===== config.mk =====
export PLATFORM = sky130hd
export DESIGN_NAME = alu_issue_stage
export DESIGN_NICKNAME = d
export VERILOG_FILES = /design/src/rtl/alu_pkg.sv /design/src/rtl/alu_ctrl_decode.sv /design/src/rtl/alu_issue_stage.sv
export SDC_FILE = /design/constraint.sdc
export NUM_CORES = 2
export LEC_CHECK = 0
export CORE_AREA = 3 3 391 393
export CTS_BUF_LIST = sky130_fd_sc_hd__clkbuf_8
export DETAILED_ROUTE_END_ITERATION = 7
export DIE_AREA = 0 0 394 396
export PLACE_DENSITY = 0.62
export SYNTH_ARGS = -nofsm -noshare
export SYNTH_HDL_FRONTEND = slang
export SYNTH_SLANG_ARGS = --single-unit

===== constraint.sdc =====
create_clock -name clk_i -period 8.5 [get_ports clk_i]
set_input_delay 1.7 -clock clk_i [delete_from_list [all_inputs] [get_ports clk_i]]
set_output_delay 1.7 -clock clk_i [all_outputs]
set_load 0.005 [all_outputs]

===== src/rtl/alu_pkg.sv =====
// Shared definitions for the ALU decode/issue path.
//   - ALU operation codes and compare sub-function codes seen by the
//     alu_bottom/alu_top slices.
//   - MIPS opcode / funct constants recognised by the issue stage.
//   - ctrl_t: the per-op control bundle produced by alu_ctrl_decode.
package alu_pkg;

   // ALU slice operation codes
   localparam logic [3:0] OP_AND  = 4'b0000;
   localparam logic [3:0] OP_OR   = 4'b0001;
   localparam logic [3:0] OP_ADD  = 4'b0010;
   localparam logic [3:0] OP_SUB  = 4'b0110;
   localparam logic [3:0] OP_CMP  = 4'b0111;
   localparam logic [3:0] OP_NOR  = 4'b1100;
   localparam logic [3:0] OP_NAND = 4'b1101;

   // Compare sub-function codes (only meaningful with OP_CMP)
   localparam logic [2:0] FN_LT  = 3'b000;
   localparam logic [2:0] FN_LE  = 3'b001;
   localparam logic [2:0] FN_NE  = 3'b010;
   localparam logic [2:0] FN_EQ  = 3'b011;
   localparam logic [2:0] FN_LTU = 3'b110;
   localparam logic [2:0] FN_LEU = 3'b111;

   // Opcodes
   localparam logic [5:0] OPC_RTYPE = 6'h00;
   localparam logic [5:0] OPC_ADDI  = 6'h08;
   localparam logic [5:0] OPC_SLTI  = 6'h0A;

   // R-type funct codes
   localparam logic [5:0] FUNCT_ADD  = 6'h20;
   localparam logic [5:0] FUNCT_SUB  = 6'h22;
   localparam logic [5:0] FUNCT_AND  = 6'h24;
   localparam logic [5:0] FUNCT_OR   = 6'h25;
   localparam logic [5:0] FUNCT_NOR  = 6'h27;
   localparam logic [5:0] FUNCT_NAND = 6'h28;
   localparam logic [5:0] FUNCT_SLT  = 6'h2A;
   localparam logic [5:0] FUNCT_SLTU = 6'h2B;
   localparam logic [5:0] FUNCT_SLE  = 6'h2C;
   localparam logic [5:0] FUNCT_SLEU = 6'h2D;
   localparam logic [5:0] FUNCT_SEQ  = 6'h2E;
   localparam logic [5:0] FUNCT_SNE  = 6'h2F;

   typedef struct packed {
      logic [3:0] operation;
      logic [2:0] func;
      logic       a_invert;
      logic       b_invert;
      logic       cin;
      logic       wen;
      logic       use_imm;   // src2 comes from sign-extended imm16
   } ctrl_t;

   // Legal register-writing op with rt as src2.
   function automatic ctrl_t mk_ctrl(input logic [3:0] op, input logic [2:0] fn,
                                     input logic ai, input logic bi, input logic ci);
      ctrl_t c;
      c.operation = op;
      c.func      = fn;
      c.a_invert  = ai;
      c.b_invert  = bi;
      c.cin       = ci;
      c.wen       = 1'b1;
      c.use_imm   = 1'b0;
      return c;
   endfunction

endpackage


===== src/rtl/alu_ctrl_decode.sv =====
// Combinational instruction decoder: MIPS R/I word -> ALU control bundle.
// Ports:
//   i_instr   : 32-bit instruction word
//   o_ctrl    : control bundle (operation/func/invert/cin/wen/use_imm)
//   o_rd      : destination register (instr[15:11] R-type, instr[20:16] I-type)
//   o_illegal : unsupported opcode/funct; o_ctrl and o_rd forced to 0
module alu_ctrl_decode
   import alu_pkg::*;
(
   input  logic [31:0] i_instr,
   output ctrl_t       o_ctrl,
   output logic [4:0]  o_rd,
   output logic        o_illegal
);

   logic [5:0] w_opc;
   logic [5:0] w_funct;
   ctrl_t      w_ctrl;
   logic [4:0] w_rd;
   logic       w_ill;

   assign w_opc   = i_instr[31:26];
   assign w_funct = i_instr[5:0];

   always_comb begin
      w_ctrl = '0;
      w_rd   = '0;
      w_ill  = 1'b0;
      case (w_opc)
         OPC_RTYPE: begin
            w_rd = i_instr[15:11];
            case (w_funct)
               FUNCT_ADD:  w_ctrl = mk_ctrl(OP_ADD,  FN_LT,  1'b0, 1'b0, 1'b0);
               FUNCT_SUB:  w_ctrl = mk_ctrl(OP_SUB,  FN_LT,  1'b0, 1'b1, 1'b1);
               FUNCT_AND:  w_ctrl = mk_ctrl(OP_AND,  FN_LT,  1'b0, 1'b0, 1'b0);
               FUNCT_OR:   w_ctrl = mk_ctrl(OP_OR,   FN_LT,  1'b0, 1'b0, 1'b0);
               FUNCT_NOR:  w_ctrl = mk_ctrl(OP_NOR,  FN_LT,  1'b1, 1'b1, 1'b0);
               FUNCT_NAND: w_ctrl = mk_ctrl(OP_NAND, FN_LT,  1'b1, 1'b1, 1'b0);
               FUNCT_SLT:  w_ctrl = mk_ctrl(OP_CMP,  FN_LT,  1'b0, 1'b1, 1'b1);
               FUNCT_SLTU: w_ctrl = mk_ctrl(OP_CMP,  FN_LTU, 1'b0, 1'b1, 1'b1);
               FUNCT_SLE:  w_ctrl = mk_ctrl(OP_CMP,  FN_LE,  1'b0, 1'b1, 1'b1);
               FUNCT_SLEU: w_ctrl = mk_ctrl(OP_CMP,  FN_LEU, 1'b0, 1'b1, 1'b1);
               FUNCT_SEQ:  w_ctrl = mk_ctrl(OP_CMP,  FN_EQ,  1'b0, 1'b1, 1'b1);
               FUNCT_SNE:  w_ctrl = mk_ctrl(OP_CMP,  FN_NE,  1'b0, 1'b1, 1'b1);
               default:    w_ill  = 1'b1;
            endcase
         end
         OPC_ADDI: begin
            w_rd           = i_instr[20:16];
            w_ctrl         = mk_ctrl(OP_ADD, FN_LT, 1'b0, 1'b0, 1'b0);
            w_ctrl.use_imm = 1'b1;
         end
         OPC_SLTI: begin
            w_rd           = i_instr[20:16];
            w_ctrl         = mk_ctrl(OP_CMP, FN_LT, 1'b0, 1'b1, 1'b1);
            w_ctrl.use_imm = 1'b1;
         end
         default: w_ill = 1'b1;
      endcase
      // Illegal ops travel as a bubble: no control, no write.
      if (w_ill) begin
         w_ctrl = '0;
         w_rd   = '0;
      end
   end

   assign o_ctrl    = w_ctrl;
   assign o_rd      = w_rd;
   assign o_illegal = w_ill;

endmodule


===== src/rtl/alu_issue_stage.sv =====
// Decode/issue stage in front of the 32-bit slice ALU.
// Holds the register file (r0 reads zero, same-cycle writeback bypass),
// decodes the instruction and registers operands + control into a single
// issue register handshaked with the execute stage.
// Ports:
//   clk_i, rst_i                  : clock, synchronous active-high reset
//   id_valid_i/id_ready_o/id_instr_i : instruction input handshake
//   wb_wen_i/wb_addr_i/wb_data_i  : register writeback (independent of stall)
//   ex_valid_o/ex_ready_i         : issue register handshake
//   ex_src1_o, ex_src2_o          : operands
//   ex_operation_o, ex_func_o, ex_a_invert_o, ex_b_invert_o, ex_cin_o : ALU control
//   ex_rd_o, ex_wen_o, ex_illegal_o : destination, write enable, illegal flag
module alu_issue_stage
   import alu_pkg::*;
#(
   parameter int DATA_W = 32,
   parameter int REG_N  = 32
) (
   input  logic              clk_i,
   input  logic              rst_i,
   input  logic              id_valid_i,
   output logic              id_ready_o,
   input  logic [31:0]       id_instr_i,
   input  logic              wb_wen_i,
   input  logic [4:0]        wb_addr_i,
   input  logic [DATA_W-1:0] wb_data_i,
   output logic              ex_valid_o,
   input  logic              ex_ready_i,
   output logic [DATA_W-1:0] ex_src1_o,
   output logic [DATA_W-1:0] ex_src2_o,
   output logic [3:0]        ex_operation_o,
   output logic [2:0]        ex_func_o,
   output logic              ex_a_invert_o,
   output logic              ex_b_invert_o,
   output logic              ex_cin_o,
   output logic [4:0]        ex_rd_o,
   output logic              ex_wen_o,
   output logic              ex_illegal_o
);

   logic [DATA_W-1:0] r_rf [REG_N];
   logic              r_valid;
   logic [DATA_W-1:0] r_src1, r_src2;
   ctrl_t             r_ctrl;
   logic [4:0]        r_rd;
   logic              r_ill;

   logic [4:0]        w_rs, w_rt;
   logic              w_wb_act;
   logic [DATA_W-1:0] w_rs_val, w_rt_val, w_imm, w_src2;
   ctrl_t             w_ctrl;
   logic [4:0]        w_rd;
   logic              w_ill;
   logic              w_xfer;

   alu_ctrl_decode u_dec (
      .i_instr   (id_instr_i),
      .o_ctrl    (w_ctrl),
      .o_rd      (w_rd),
      .o_illegal (w_ill)
   );

   assign w_rs     = id_instr_i[25:21];
   assign w_rt     = id_instr_i[20:16];
   assign w_wb_act = wb_wen_i && (wb_addr_i != 5'd0);
   assign w_imm    = {{(DATA_W-16){id_instr_i[15]}}, id_instr_i[15:0]};

   // r0 is never written, but decode it explicitly so bypass can't leak into it.
   assign w_rs_val = (w_rs == 5'd0)                  ? '0 :
                     (w_wb_act && wb_addr_i == w_rs) ? wb_data_i : r_rf[w_rs];
   assign w_rt_val = (w_rt == 5'd0)                  ? '0 :
                     (w_wb_act && wb_addr_i == w_rt) ? wb_data_i : r_rf[w_rt];
   assign w_src2   = w_ctrl.use_imm ? w_imm : w_rt_val;

   assign id_ready_o = !r_valid || ex_ready_i;
   assign w_xfer     = id_valid_i && id_ready_o;

   always_ff @(posedge clk_i) begin
      if (rst_i) begin
         for (int i = 0; i < REG_N; i++) r_rf[i] <= '0;
      end else if (w_wb_act) begin
         r_rf[wb_addr_i] <= wb_data_i;
      end
   end

   always_ff @(posedge clk_i) begin
      if (rst_i) begin
         r_valid <= 1'b0;
         r_src1  <= '0;
         r_src2  <= '0;
         r_ctrl  <= '0;
         r_rd    <= '0;
         r_ill   <= 1'b0;
      end else if (w_xfer) begin
         r_valid <= 1'b1;
         r_src1  <= w_rs_val;
         r_src2  <= w_src2;
         r_ctrl  <= w_ctrl;
         r_rd    <= w_rd;
         r_ill   <= w_ill;
      end else if (ex_ready_i) begin
         r_valid <= 1'b0;   // consumed, nothing new: data fields hold
      end
   end

   assign ex_valid_o     = r_valid;
   assign ex_src1_o      = r_src1;
   assign ex_src2_o      = r_src2;
   assign ex_operation_o = r_ctrl.operation;
   assign ex_func_o      = r_ctrl.func;
   assign ex_a_invert_o  = r_ctrl.a_invert;
   assign ex_b_invert_o  = r_ctrl.b_invert;
   assign ex_cin_o       = r_ctrl.cin;
   assign ex_rd_o        = r_rd;
   assign ex_wen_o       = r_ctrl.wen;
   assign ex_illegal_o   = r_ill;

endmodule

Word level (Yosys, flattened, before mapping)
Memories as Yosys holds them, arrays and structs flattened.
Index checks and enable logic that the tools add are counted.

storage, ports and cells
  bits in writable memories = 1024
  memories kept = 1
  register bits after elaboration = 82
  input bits = 74
  word-level logic and storage cells = 64

cells by class
  equal/unequal tests = 16
  mux-type cells = 22
  reductions and logical operators = 14

memories
  memory  depth  bits a word  read ports  clocked after Yosys merged registers in  wr ports  RTL line               source
  r_rf    32     32           2           0                                        32        alu_issue_stage.sv:41  logic [DATA_W-1:0] r_rf [REG_N];

operators with widths
  operator              count
  $mux W32              6
  $pmux W12 S12         1
  $eq A6 B6 Y1 const B  12
  $pmux W12 S3          1
  $reduce_or A32 Y1     1
  $eq A6 B4 Y1 const B  2
  $mux W12              1
  $reduce_or A12 Y1     1
  $eq A5 B5 Y1          2
  $logic_not A5 Y1      2
  $mux W5               2
  $pmux W5 S2           1
  $mux W1               9
  $logic_not A6 Y1      1
  $reduce_bool A5 Y1    1
  $logic_and A1 B1 Y1   4
  $pmux W1 S2           1
  $reduce_bool A2 Y1    1
  $reduce_or A2 Y1      1
  $logic_not A1 Y1      1
  $logic_or A1 B1 Y1    1

Logic depth before layout (Yosys ltp)
  depth after elaboration = 7
  depth in mapped cells = 10
  mapped depth without buffers = 5

By module
Synthesis repeated with hierarchy kept, for this count alone.

unflattened totals
  cells, all modules = 4124
  area total of the unflattened synthesis = 58150.8 um^2

modules (own cells, without submodules)
  module           sequential area each (um^2)  area each (um^2)  cells an instance  times used
  alu_issue_stage  32391.1                      57784.2           4057               1
  alu_ctrl_decode  0.0                          366.6             67                 1

Worst setup path after synthesis
No wires, ideal clock.

  path type = in2reg
  start point = input wb_addr_i[3]
  end point = memory r_rf[12][0] (enable)
  slack = 3017 ps
  stages on the path = 7
  required time = 8034 ps
  arrival time = 5017 ps
  cells stage by stage = buf_2 or3_4 clkbuf_1 nand4bb_1 clkbuf_1 clkbuf_1 o21ai_0

RTL lines
  what                RTL line               source
  start: declaration  alu_issue_stage.sv:25  input logic [4:0] wb_addr_i,
  end: declaration    alu_issue_stage.sv:41

==> impl_metrics.py <==
metrics = {
    "run_status": {
        "outcome": "finished, final reports clean",
    },
    "power_and_ir_drop": {
        "power.leakage_nw": 19.3,
        "power-per-cell-area_nw_per_um2": 197,
        "vdd_ir_drop_max_mv": 0.129,
    },
    "layout": {
        "layout.cell_area.non_filler_um2": 63700,
        "instances_no_fill": 6171,
        "nNetsFinal": 4078,
        "layout.core_utilization_pct": 42.6,
        "fillCellCount": 13507,
        "multiInputGateArea_um2": 22700,
        "layout_common_cells": "1024 x sky130_fd_sc_hd__edfxtp_1, 990 x sky130_fd_sc_hd__nor3_1, 484 x sky130_fd_sc_hd__mux4_2",
        "area.sequential_um2": 32400,
        "layout.cells.most_common": "sky130_fd_sc_hd__edfxtp_1",
        "final_layout_size_suffix_gt1_share_pct": 24.4,
        "layout-area-overhead-vs-synth_pct": 12.0,
    },
    "die": {
        "initial_utilization_pct": 38.0,
        "core-area_um2": 150000,
        "die-height_um": 396,
        "std_cell_rows": 142,
        "ios": 157,
        "die-area_um2": 156000,
        "dieWidth_um": 394,
    },
    "setup_path": {
        "crit_path_cell_trace": "clkdlybuf4s50_1, or3_4, nand4bb_4, buf_4, o21ai_4, buf_4",
        "critical-path-top-delay-family": "buffers and inverters",
        "crit_path_end_kind": "flip-flop",
        "worst_path_max_delay_cell": "sky130_fd_sc_hd__clkdlybuf4s50_1",
        "timing.critical_path.mode_cell": "sky130_fd_sc_hd__buf_4",
        "critPathArrivalTime_ns": 5.32,
        "path_buf_inv": 3,
        "largest_stage_delay_on_the_critical_path_ns": 0.80,
        "critPathKind": "input port to flip-flop",
        "required_ns": 9.02,
        "kind_of_launch_point_of_the_worst_setup_path": "input port",
        "r2r_slack_ns": 5.97,
        "cp_max_fo": 58,
    },
    "sta": {
        "slew_violations": 0,
        "setup_slack_ns": 3.70,
        "rsz0062_at_grt": "false",
        "setup_viol": 0,
        "tightestPinTransition_ns": 1.26,
        "max_freq_mhz": 208,
        "post-route-min-period_ns": 4.80,
        "timing.setup.tns_ns": 0,
        "hold_viol_final": 0,
        "final.period_utilization_pct": 56.5,
        "worst_relative_slew_slack_pct": 16.0,
        "finClkSkew_ns": 0.0412,
    },
    "clocking": {
        "path_clk_slew_ns": 0.06,
        "cts_repair_resize_count": 0,
        "sinks_on_the_clock_net": 1104,
        "cts.repair_timing.setup_buffer_count": 0,
        "clock_path_buffers": 3,
        "ctsHoldBuffers": 0,
        "ctsRootBufferMaster": "sky130_fd_sc_hd__clkbuf_8",
        "cts_tree": "built",
        "worstSkewPairLatency_ns": 0.89,
        "cts_inserted_buffers": 177,
        "htreeDepth": 4,
    },
    "yosys": {
        "part_of_the_yosys_area_used_for_sequential_elements_pct": 56.8,
        "ys.warnings.count": 0,
        "synth_largest_area_cell": "sky130_fd_sc_hd__edfxtp_1",
        "synth_cell_area_um2": 56900,
        "synth.top_cells.by_area": "sky130_fd_sc_hd__edfxtp_1 54%, sky130_fd_sc_hd__mux4_2 19%, sky130_fd_sc_hd__nor3_1 8.7%",
        "postSynth.asyncResetShare_pct": 0,
        "synth_cell_type_count": 64,
        "synthesis.instances": 4066,
        "synth_flop_cell": "sky130_fd_sc_hd__edfxtp_1",
        "synthesis.area_per_instance_um2": 14.0,
        "synth-edff-count": 1024,
        "synthDominantCellAreaShare_pct": 54.0,
        "yosys_register_bits": 1104,
    },
    "grt": {
        "grt_pass1_vias": 39541,
        "grt_max_degree": 133,
        "grt_first_pass_wirelength_mm": 283,
        "globalRoute.totalOverflow": 0,
        "global_route.usage.total_pct": 24.6,
        "number_of_antenna_violations_at_the_first_check_in_global_routing": 12,
    },
    "place": {
        "dp_hpwl_mm": 115,
        "place.detailed.instances": 5841,
        "post_dp_cell_area_um2": 60400,
        "io_buffers": 156,
        "gp_congestion": 0.888,
        "pre_cts_slack_ns": 2.76,
    },
    "detailed_routing": {
        "drc_viols": 0,
        "via_count": 40551,
        "drt_wl_total_mm": 196,
        "route.antenna.remaining_nets": 0,
        "dr.pass1.iters": 6,
        "drt_iter0_markers": 5563,
        "routedWlPerCell_um": 31.7,
        "vias_per_cell": 6.57,
    },
    "min_path": {
        "hold_path.class": "flip-flop to flip-flop",
    },
    "run": {
        "drv.max_cap_violation_count": 0,
    },
}
through the flow:
stage / hold WS, ns / total power, W
after floorplan: 0.448 / 0.00751
after global placement: 0.445 / 0.00818
after detailed placement: 0.448 / 0.00821
after CTS: 0.456 / 0.0126
after global routing: 0.478 / 0.0129
final: 0.456 / 0.0126
worst register-to-register path: stages (launching register included):
cell and delay, ns:
sky130_fd_sc_hd__dfxtp_1 0.34, sky130_fd_sc_hd__nand2b_1 0.16, sky130_fd_sc_hd__nand2_1 0.77, sky130_fd_sc_hd__a21o_1 0.78
sky130_fd_sc_hd__a21oi_1 0.13, sky130_fd_sc_hd__o22ai_1 0.24
cells in the mapped netlist, drive strengths merged (17+ instances only):
cell / n
edfxtp: 1024
nor3: 992
mux4: 484
clkbuf: 449
o22ai: 132
buf: 108
mux2: 108
o21ai: 103
dfxtp: 80
nand2: 68
a21oi: 67
mux2i: 65
a22oi: 49
inv: 36
or3: 33
nor2: 31
nand3: 26
o311ai: 21
a22o: 19
a221oi: 17
power breakdown:
part	leakage (nW)	internal [W]	switching [W]
combinational	6.99	0.000685	0.00100
sequential	10.4	0.00625	0.000203
clock	1.87	0.00218	0.00225
kinds of logic (layout without fill, tap and decap cells):
family / Yosys count / after routing / synth area share, %
buffers and inverters: 594 / 648 / 4.19
AND/OR/NAND/NOR: 1216 / 1216 / 10.8
flip-flops: 1104 / 1104 / 56.8
XOR/XNOR: 11 / 11 / 0.169
AO/OA/AOI/OAI: 483 / 483 / 5.56
multiplexers: 657 / 657 / 22.4
other: 1 / 36 / 0.00659
state kept, by name, indices dropped and copies added, names as in the netlist, 3 cells and up:
signal,flops
ex_func_o,3
ex_operation_o,4
ex_rd_o,5
ex_src1_o,32
ex_src2_o,32
r_rf,1024
final timing paths:
path | start | end | cells after the start
min reg2reg | ex_rd_o[2] | ex_rd_o[2] | 2
max reg2reg | ex_valid_o | ex_src2_o[28] | 5
min | ex_rd_o[2] | ex_rd_o[2] | 2
max | wb_addr_i[3] | r_rf[8][18] | 6
area by class of cell:
| cell class | count | area share [%] |
|---|---|---|
| flip-flops and latches | 1104 | 50.8 |
| clock inverters | 144 | 1.24 |
| repair buffers | 285 | 4.21 |
| diodes | 4 | 0.0157 |
| well taps | 2016 | 3.96 |
| clock buffers | 182 | 3.93 |
| multi-input cells | 2399 | 35.7 |
| inverters | 37 | 0.224 |
metal layers:
metal | part of all wire, % | GRT usage (%) | routed length, um
met3 | 13 | 6.97 | 25600
met2 | 45 | 36.5 | 87500
met1 | 39 | 34.5 | 75700
met5 | 0.013 | 0 | 25
met4 | 3.5 | 8.89 | 6760
(Power assumes the default switching activity.)
